File: src/rtl/id_ex_hazard_ctrl.sv
// id_ex_hazard_ctrl: load-use stall, branch flush and freeze control for the 5-stage MIPS pipeline.
// Define HAZARD_STATS_EN to add saturating load-stall and flush counters.
module id_ex_hazard_ctrl #(
    parameter int LOAD_STALL_CYCLES = 1,
    parameter int CNT_WIDTH         = 16
) (
    input  logic       clk,
    input  logic       nrst,
    input  logic [4:0] i_ID_data_RSAddr,
    input  logic [4:0] i_ID_data_RTAddr,
    input  logic       i_ID_ctrl_UsesRT,
    input  logic       i_EX_ctrl_MemRead,
    input  logic [4:0] i_EX_data_RTAddr,
    input  logic       i_MEM_ctrl_BranchTaken,
    input  logic       i_ext_stall,
    output logic       o_IF_ctrl_PCWrite,
    output logic       o_IFID_ctrl_Write,
    output logic       o_IFID_ctrl_Flush,
    output logic       o_IDEX_ctrl_Bubble,
    output logic       o_IDEX_ctrl_Hold,
    output logic       o_EXMEM_ctrl_Flush,
    output logic       o_busy
`ifdef HAZARD_STATS_EN
    ,
    output logic [CNT_WIDTH-1:0] o_stat_LoadStalls,
    output logic [CNT_WIDTH-1:0] o_stat_Flushes
`endif
);
    typedef enum logic {RUN, LDSTALL} state_t;

    state_t     r_state, w_next_state;
    logic [3:0] r_cnt, w_next_cnt;
    logic       w_haz, w_pcw, w_ifidw, w_ifidf, w_bub, w_hold, w_exf;

    assign w_haz = i_EX_ctrl_MemRead & (i_EX_data_RTAddr != 5'd0) &
                   ((i_EX_data_RTAddr == i_ID_data_RSAddr) |
                    (i_ID_ctrl_UsesRT & (i_EX_data_RTAddr == i_ID_data_RTAddr)));

    always_comb begin
        w_next_state = r_state;
        w_next_cnt   = r_cnt;
        w_pcw        = 1'b1;
        w_ifidw      = 1'b1;
        w_ifidf      = 1'b0;
        w_bub        = 1'b0;
        w_hold       = 1'b0;
        w_exf        = 1'b0;
        if (i_MEM_ctrl_BranchTaken) begin
            w_ifidf      = 1'b1;
            w_bub        = 1'b1;
            w_exf        = 1'b1;
            w_next_state = RUN;
            w_next_cnt   = 4'd0;
        end else if (i_ext_stall) begin
            w_pcw   = 1'b0;
            w_ifidw = 1'b0;
            w_hold  = 1'b1;
        end else if (r_state == RUN && w_haz) begin
            w_pcw   = 1'b0;
            w_ifidw = 1'b0;
            w_bub   = 1'b1;
            if (LOAD_STALL_CYCLES > 1) begin
                w_next_state = LDSTALL;
                w_next_cnt   = 4'(LOAD_STALL_CYCLES - 1);
            end
        end else if (r_state == LDSTALL) begin
            w_pcw        = 1'b0;
            w_ifidw      = 1'b0;
            w_bub        = 1'b1;
            w_next_cnt   = r_cnt - 4'd1;
            w_next_state = (r_cnt == 4'd1) ? RUN : LDSTALL;
        end
    end

    always_ff @(posedge clk or negedge nrst) begin
        if (!nrst) begin
            r_state <= RUN;
            r_cnt   <= 4'd0;
        end else begin
            r_state <= w_next_state;
            r_cnt   <= w_next_cnt;
        end
    end

    // Reset overrides the decode so the pipeline sits in a bubbling, frozen state.
    assign o_IF_ctrl_PCWrite  = nrst & w_pcw;
    assign o_IFID_ctrl_Write  = nrst & w_ifidw;
    assign o_IFID_ctrl_Flush  = nrst & w_ifidf;
    assign o_IDEX_ctrl_Bubble = ~nrst | w_bub;
    assign o_IDEX_ctrl_Hold   = nrst & w_hold;
    assign o_EXMEM_ctrl_Flush = nrst & w_exf;
    assign o_busy             = (r_state == LDSTALL);

`ifdef HAZARD_STATS_EN
    logic [CNT_WIDTH-1:0] r_ls, r_fl;

    always_ff @(posedge clk or negedge nrst) begin
        if (!nrst) begin
            r_ls <= '0;
            r_fl <= '0;
        end else begin
            if (w_bub && !i_MEM_ctrl_BranchTaken && r_ls != '1) r_ls <= r_ls + 1'b1;
            if (i_MEM_ctrl_BranchTaken && r_fl != '1) r_fl <= r_fl + 1'b1;
        end
    end

    assign o_stat_LoadStalls = r_ls;
    assign o_stat_Flushes    = r_fl;
`endif
endmodule

File: config.mk
export PLATFORM = sky130hd
export DESIGN_NAME = id_ex_hazard_ctrl
export DESIGN_NICKNAME = d
export VERILOG_FILES = /design/src/rtl/id_ex_hazard_ctrl.sv
export SDC_FILE = /design/constraint.sdc
export NUM_CORES = 1
export LEC_CHECK = 0
export ABC_CLOCK_PERIOD_IN_PS = 2700
export CORE_AREA = 2 2 39 41
export CTS_CLUSTER_DIAMETER = 150
export DETAILED_ROUTE_END_ITERATION = 12
export DIE_AREA = 0 0 41 43
export DONT_BUFFER_PORTS = 1
export GPL_TIMING_DRIVEN = 0
export SLEW_MARGIN = 20
export SYNTH_ARGS = -nofsm -noshare
export SYNTH_HDL_FRONTEND = slang
export SYNTH_SLANG_ARGS = --single-unit
File: constraint.sdc
create_clock -name clk -period 2.7 [get_ports clk]
set_input_delay 0.675 -clock clk [delete_from_list [all_inputs] [get_ports clk]]
set_output_delay 0.675 -clock clk [all_outputs]
set_load 0.01 [all_outputs]
* Word level (Yosys, flattened, before mapping)
Cells that the tools add are included.
** Storage, ports and cells
- Register bits after elaboration :: 5
- Output and inout bits :: 7
- Bits of input ports :: 21
- Logic and storage cells :: 43
** Operators by class
- Add/sub/neg operators :: 1
- Mux-type cells :: 20
- Reduce and logical (&&, ||, !) cells :: 5
- Bitwise operators :: 10
- Equality and inequality tests :: 5
** Operators with widths (number)
- $mux 1 :: 16
- $mux 4 :: 4
- $eq 5x5->1 :: 2
- $and 1x1->1 :: 6
- $reduce_bool 5->1 :: 1
- $eq 4x1->1 const B :: 1
- $ne 2x2->1 const B :: 2
- $sub 4x1->4 const B :: 1
- $reduce_and 3->1 :: 1
- $not 1->1 :: 2
- $or 1x1->1 :: 2
- $reduce_and 2->1 :: 1
- $reduce_bool 2->1 :: 1
- $logic_and 1x1->1 :: 1

* Depth between registers and ports, before layout
- Word-level depth :: 9
- Depth in mapped cells :: 5
- Depth with buffers taken out :: 5

* Worst setup path before layout
Ideal clock, no wire load.
- Path type :: input-to-output
- Start point :: in i_EX_data_RTAddr[1]
- End point :: out o_IF_ctrl_PCWrite
- Required time :: 2.025 ns
- Data arrival time :: 1.760 ns
- Setup slack :: 0.265 ns
- Path buffers :: 1
- Stages :: 5
- Path through :: or4_1 o21ai_2 a21oi_1 a21bo_1 buf_4
** Between the ends
- Word-level cells in the longest chain between the ends :: 9
- Elaborated cells between the ends (all ways) :: 12
- Classes of those cells :: 2 x eq/ne; 3 x mux; 5 x bitwise; 2 x reduce/logical
** Ends and longest elaborated chain
- from (decl) :: line 13 : input logic [4:0] i_EX_data_RTAddr,
- $eq 5x5->1 :: line 37 : (i_ID_ctrl_UsesRT & (i_EX_data_RTAddr == i_ID_data_RTAddr)));
- $and 1x1->1 :: line 37
- $or 1x1->1 :: line 36 : ((i_EX_data_RTAddr == i_ID_data_RSAddr) |
- $and 1x1->1 (*) :: line 35 : assign w_haz = i_EX_ctrl_MemRead & (i_EX_data_RTAddr != 5'd0) &
- $logic_and 1x1->1 (*) :: line 58 : end else if (r_state == RUN && w_haz) begin
- $mux 1 (*) (3 in series)
- $and 1x1->1 (*)
- to (decl) :: line 16 : output logic o_IF_ctrl_PCWrite,
Every way passes the cells marked *; elsewhere a longest branch is shown, timed or not.

* Worst setup path after layout
Same ends and word-level chain as after synthesis.

==> impl_results.html <==
<table>
<tr><th>Metric</th><th>Value</th></tr>
<tr><th colspan="2">Synthesis</th></tr>
<tr><td>Seq cells post-synth</td><td>5</td></tr>
<tr><td>Netlist area before placement</td><td>442 sq um</td></tr>
<tr><td>Top cell type by total area after synthesis</td><td>dfrtp_1</td></tr>
<tr><td>Distinct cells, synth</td><td>22</td></tr>
<tr><td>Avg Cell Area, Syn</td><td>9.01 sq um</td></tr>
<tr><td>Leading cell types by total area after synthesis</td><td>dfrtp_1, xor2_1, xnor2_1, ha_1, nor2_1</td></tr>
<tr><td>Warnings, synthesis</td><td>0</td></tr>
<tr><td>Proportion of synthesized chip area in sequential cells</td><td>28.3%</td></tr>
<tr><td>Area share of the largest cell type after synthesis</td><td>28.3%</td></tr>
<tr><td>Post-synth net total</td><td>72</td></tr>
<tr><td>Cells after Synth</td><td>49</td></tr>
<tr><th colspan="2">Critical path</th></tr>
<tr><td>Worst reg2reg startpoint</td><td>o_busy$_DFFE_PN0P_</td></tr>
<tr><td>Data required time at the worst endpoint</td><td>2.03 ns</td></tr>
<tr><td>Nature of the critical path endpoint</td><td>output pin</td></tr>
<tr><td>Endpoint of the lowest-slack register-to-register path</td><td>r_cnt[3]$_DFFE_PN0P_</td></tr>
<tr><td>Maximum fanout along the worst path</td><td>3</td></tr>
<tr><td>Critical Path Slowest Stage Cell</td><td>or4_1</td></tr>
<tr><td>Crit-path leading delay family</td><td>simple AND/OR/NAND/NOR gates</td></tr>
<tr><td>Worst setup path category</td><td>in -&gt; out</td></tr>
<tr><td>R2R Setup Slk</td><td>1.56 ns</td></tr>
<tr><td>CP Cell Sequence</td><td>or4_1, o21ai_2, a21oi_1, a21bo_1, buf_4</td></tr>
<tr><td>Critical path data arrival time</td><td>1.83 ns</td></tr>
<tr><td>Worst path max stage delay</td><td>0.54 ns</td></tr>
<tr><td>Total buffers and inverters traversed by the critical path</td><td>1</td></tr>
<tr><td>Path depth of the worst reg2reg path</td><td>4</td></tr>
<tr><td>Category of the worst setup path launch point</td><td>primary input</td></tr>
<tr><th colspan="2">Drt</th></tr>
<tr><td>Number of antenna-violating nets in the routed design</td><td>0</td></tr>
<tr><td>TritonRoute pass-1 iters</td><td>1</td></tr>
<tr><td>Via Count</td><td>365</td></tr>
<tr><td>Routed len/inst</td><td>between 10 and 15 um</td></tr>
<tr><td>Detailed router's first-iteration violation count</td><td>0</td></tr>
<tr><td>Number of remaining DRC errors</td><td>0</td></tr>
<tr><td>Overall routed net length</td><td>836 um</td></tr>
<tr><td>Vias per std cell</td><td>5.29</td></tr>
<tr><th colspan="2">Timing</th></tr>
<tr><td>Setup Total Neg Slack</td><td>0 ns</td></tr>
<tr><td>Worst Skew</td><td>around 0.00047 ns</td></tr>
<tr><td>Final number of max-transition violations</td><td>0</td></tr>
<tr><td>Relative slew margins</td><td>71.5%</td></tr>
<tr><td>Unrepaired setup endpoints after global routing</td><td>no</td></tr>
<tr><td>Final Hold Violating Endpoints</td><td>0</td></tr>
<tr><td>Final setup violation count</td><td>0</td></tr>
<tr><td>Fmax achieved</td><td>about 400 MHz</td></tr>
<tr><td>Part of the cycle the worst path needs</td><td>approximately 90%</td></tr>
<tr><td>Transition time of the tightest slew-check pin</td><td>0.424 ns</td></tr>
<tr><td>Post-layout minimum cycle time</td><td>2.50 ns</td></tr>
<tr><th colspan="2">Global route</th></tr>
<tr><td>Vias in the first global route</td><td>376</td></tr>
<tr><td>Met1 usage in global routing</td><td>between 10% and 20%</td></tr>
<tr><td>Initial antenna violation count</td><td>0</td></tr>
<tr><td>Highest-utilization routing layer at the global route stage</td><td>met2</td></tr>
<tr><td>Routing usage on met3</td><td>4.71%</td></tr>
<tr><td>Met2 usage</td><td>17.8%</td></tr>
<tr><td>Wire length of the first global-routing pass</td><td>1370 um</td></tr>
<tr><td>Total grt overflow</td><td>0</td></tr>
<tr><td>Pin count of the biggest net entering global routing</td><td>10</td></tr>
<tr><td>Total GRT Usage</td><td>roughly 12%</td></tr>
<tr><th colspan="2">Clock tree</th></tr>
<tr><td>PostCTS Resize Cnt</td><td>0</td></tr>
<tr><td>Total CTS buffers</td><td>3</td></tr>
<tr><td>Post-CTS Hold Fix Bufs</td><td>0</td></tr>
<tr><td>CTS tree</td><td>built</td></tr>
<tr><td>Post-CTS setup buffer count</td><td>0</td></tr>
<tr><td>CTS root buf</td><td>clkbuf_4</td></tr>
<tr><td>Latest clock arrival within the worst-skew pair</td><td>0.24 ns</td></tr>
<tr><td>Clock tree sinks</td><td>5</td></tr>
<tr><td>Clock transition time at the flip-flop clock pins of the worst setup and hold paths</td><td>roughly 0.040 ns</td></tr>
<tr><td>H-Tree Level Count</td><td>1</td></tr>
<tr><td>Max Buffers Root-to-Sink</td><td>2</td></tr>
<tr><th colspan="2">Layout</th></tr>
<tr><td>Final nets</td><td>slightly below 80</td></tr>
<tr><td>Area added between synthesis and finish</td><td>10.5%</td></tr>
<tr><td>Fillcell total</td><td>155</td></tr>
<tr><td>Share of layout cells above drive strength 1</td><td>11.3%</td></tr>
<tr><td>Number of antenna repair diodes</td><td>0</td></tr>
<tr><td>Area occupied by multi-input gates</td><td>approximately 290 sq um</td></tr>
<tr><td>Finished Layout Cells</td><td>69</td></tr>
<tr><td>FF+latch area</td><td>between 100 and 150 sq um</td></tr>
<tr><th colspan="2">Placement</th></tr>
<tr><td>Port-buffer cells</td><td>0</td></tr>
<tr><td>Routability Congestion</td><td>0.647</td></tr>
<tr><td>Placed Instances</td><td>65</td></tr>
<tr><td>Placed wire-length estimate</td><td>712 um</td></tr>
<tr><th colspan="2">Status</th></tr>
<tr><td>Run status</td><td>completed</td></tr>
<tr><th colspan="2">Power</th></tr>
<tr><td>Power per standard cell area</td><td>388 nW/um^2</td></tr>
<tr><td>Worst vdd ir</td><td>about 150 uV</td></tr>
<tr><td>Leak pwr</td><td>between 0.2 and 0.25 nW</td></tr>
<tr><td>Overall power</td><td>around 0.19 mW</td></tr>
<tr><th colspan="2">Die</th></tr>
<tr><td>Die X-Extent</td><td>between 40 and 50 um</td></tr>
<tr><td>Core area</td><td>between 1000 and 1500 sq um</td></tr>
<tr><td>Die height</td><td>43 um</td></tr>
<tr><td>Initial core utilization</td><td>31.9%</td></tr>
<tr><td>Std cell rows</td><td>14</td></tr>
<tr><td>Top-Level Pins</td><td>28</td></tr>
<tr><td>Die ar.</td><td>1760 sq um</td></tr>
<tr><th colspan="2">Job</th></tr>
<tr><td>Maximum Capacitance Violations</td><td>0</td></tr>
<tr><th colspan="2">Min path</th></tr>
<tr><td>Type of the most critical hold path</td><td>in -&gt; async</td></tr>
</table>
Yosys cell counts:
| cell | n |
|---|---|
| and3b_1 | 1 |
| dfrtp_1 | 5 |
| xor2_1 | 10 |
| nor4b_1 | 1 |
| xnor2_1 | 3 |
| ha_1 | 2 |
| or4_1 | 1 |
| o31ai_1 | 1 |
| nor3b_1 | 3 |
| buf_4 | 2 |
| and2_1 | 1 |
| a21bo_1 | 1 |
| inv_1 | 2 |
| a32oi_1 | 1 |
| nor2_1 | 6 |
| a21oi_1 | 2 |
| o21ai_2 | 1 |
| nor2b_1 | 1 |
| nand2b_1 | 1 |
| nor4_1 | 2 |
| nor3_1 | 1 |
| nand2_1 | 1 |
worst reg2reg max path, stage by stage (launching register included):
cell and delay (ns):
dfrtp_1 0.44, nand2b_1 0.13, nor4_1 0.25, xnor2_1 0.16
nor2_1 0.05
registers in the layout (all words and copies together), names as in the netlist:
| signal | flops |
|---|---|
| o_busy | 1 |
| r_cnt | 4 |
routing by layer:
metal / up-vias / wire [um]
met5: - / 0
met4: 0 / 38
met3: 5 / 77
met2: 21 / 427
met1: 165 / 292
li1: 174 / -
power breakdown:
part	total (mW)	internal (mW)	leakage [nW]	switching [mW]
Clock	0.0868	0.0559	0.0150	0.0309
Sequential	0.0753	0.0753	0.0699	0
Combinational	0.0274	0.0152	0.122	0.0122
worst max path at each step:
| stage | from | cells after the start | to | slack [ns] |
|---|---|---|---|---|
| finish | i_EX_data_RTAddr[1] | 5 | o_IF_ctrl_PCWrite | 0.20 |
| floorplan | i_EX_data_RTAddr[1] | 5 | o_IF_ctrl_PCWrite | 0.26 |
| detailed placement | i_EX_data_RTAddr[1] | 5 | o_IF_ctrl_PCWrite | 0.20 |
| CTS | i_EX_data_RTAddr[1] | 5 | o_IF_ctrl_PCWrite | 0.20 |
| global placement | i_EX_data_RTAddr[1] | 5 | o_IF_ctrl_PCWrite | 0.21 |
| global route | i_EX_data_RTAddr[1] | 5 | o_IF_ctrl_PCWrite | 0.11 |
area by class of cell:
| type | instances | share of cell area (%) |
|---|---|---|
| plain buffers | 2 | 3.08 |
| well taps | 16 | 4.10 |
| flip-flops and latches | 5 | 25.6 |
| multi-input cells | 40 | 60.3 |
| inverters | 2 | 1.54 |
| clock buffers | 4 | 5.38 |
metrics by stage:
stage               hold slack, ns  utilization (%)  worst slack [ns]  instance area [sq um]
global route                 0.109             35.3             0.109                    488
floorplan                    0.379                -             0.265                    442
CTS                          0.114             35.3             0.202                    488
detailed placement           0.380             33.4             0.203                    462
global placement             0.380             33.4             0.206                    462
finish                       0.124             35.3             0.200                    488
cells by family after synthesis:
logic type | Yosys count | share of synthesized area [%]
adder cells (fa/ha/maj) | 2 | 5.66
buffers and inverters | 4 | 5.10
AO/OA/AOI/OAI | 6 | 10.2
AND/OR/NAND/NOR | 19 | 24.9
XOR/XNOR | 13 | 25.8
flip-flops | 5 | 28.3
placed cells by master, fill, tap and decap left out, drive strengths merged:
cell	count
a21bo	1
a21oi	2
a32oi	1
and2	1
and3b	1
buf	2
clkbuf	4
dfrtp	5
ha	2
inv	2
nand2	1
nand2b	1
nor2	6
nor2b	1
nor3	1
nor3b	3
nor4	2
nor4b	1
o21ai	1
o31ai	1
or4	1
xnor2	3
xor2	10
(Power assumes the default switching activity.)
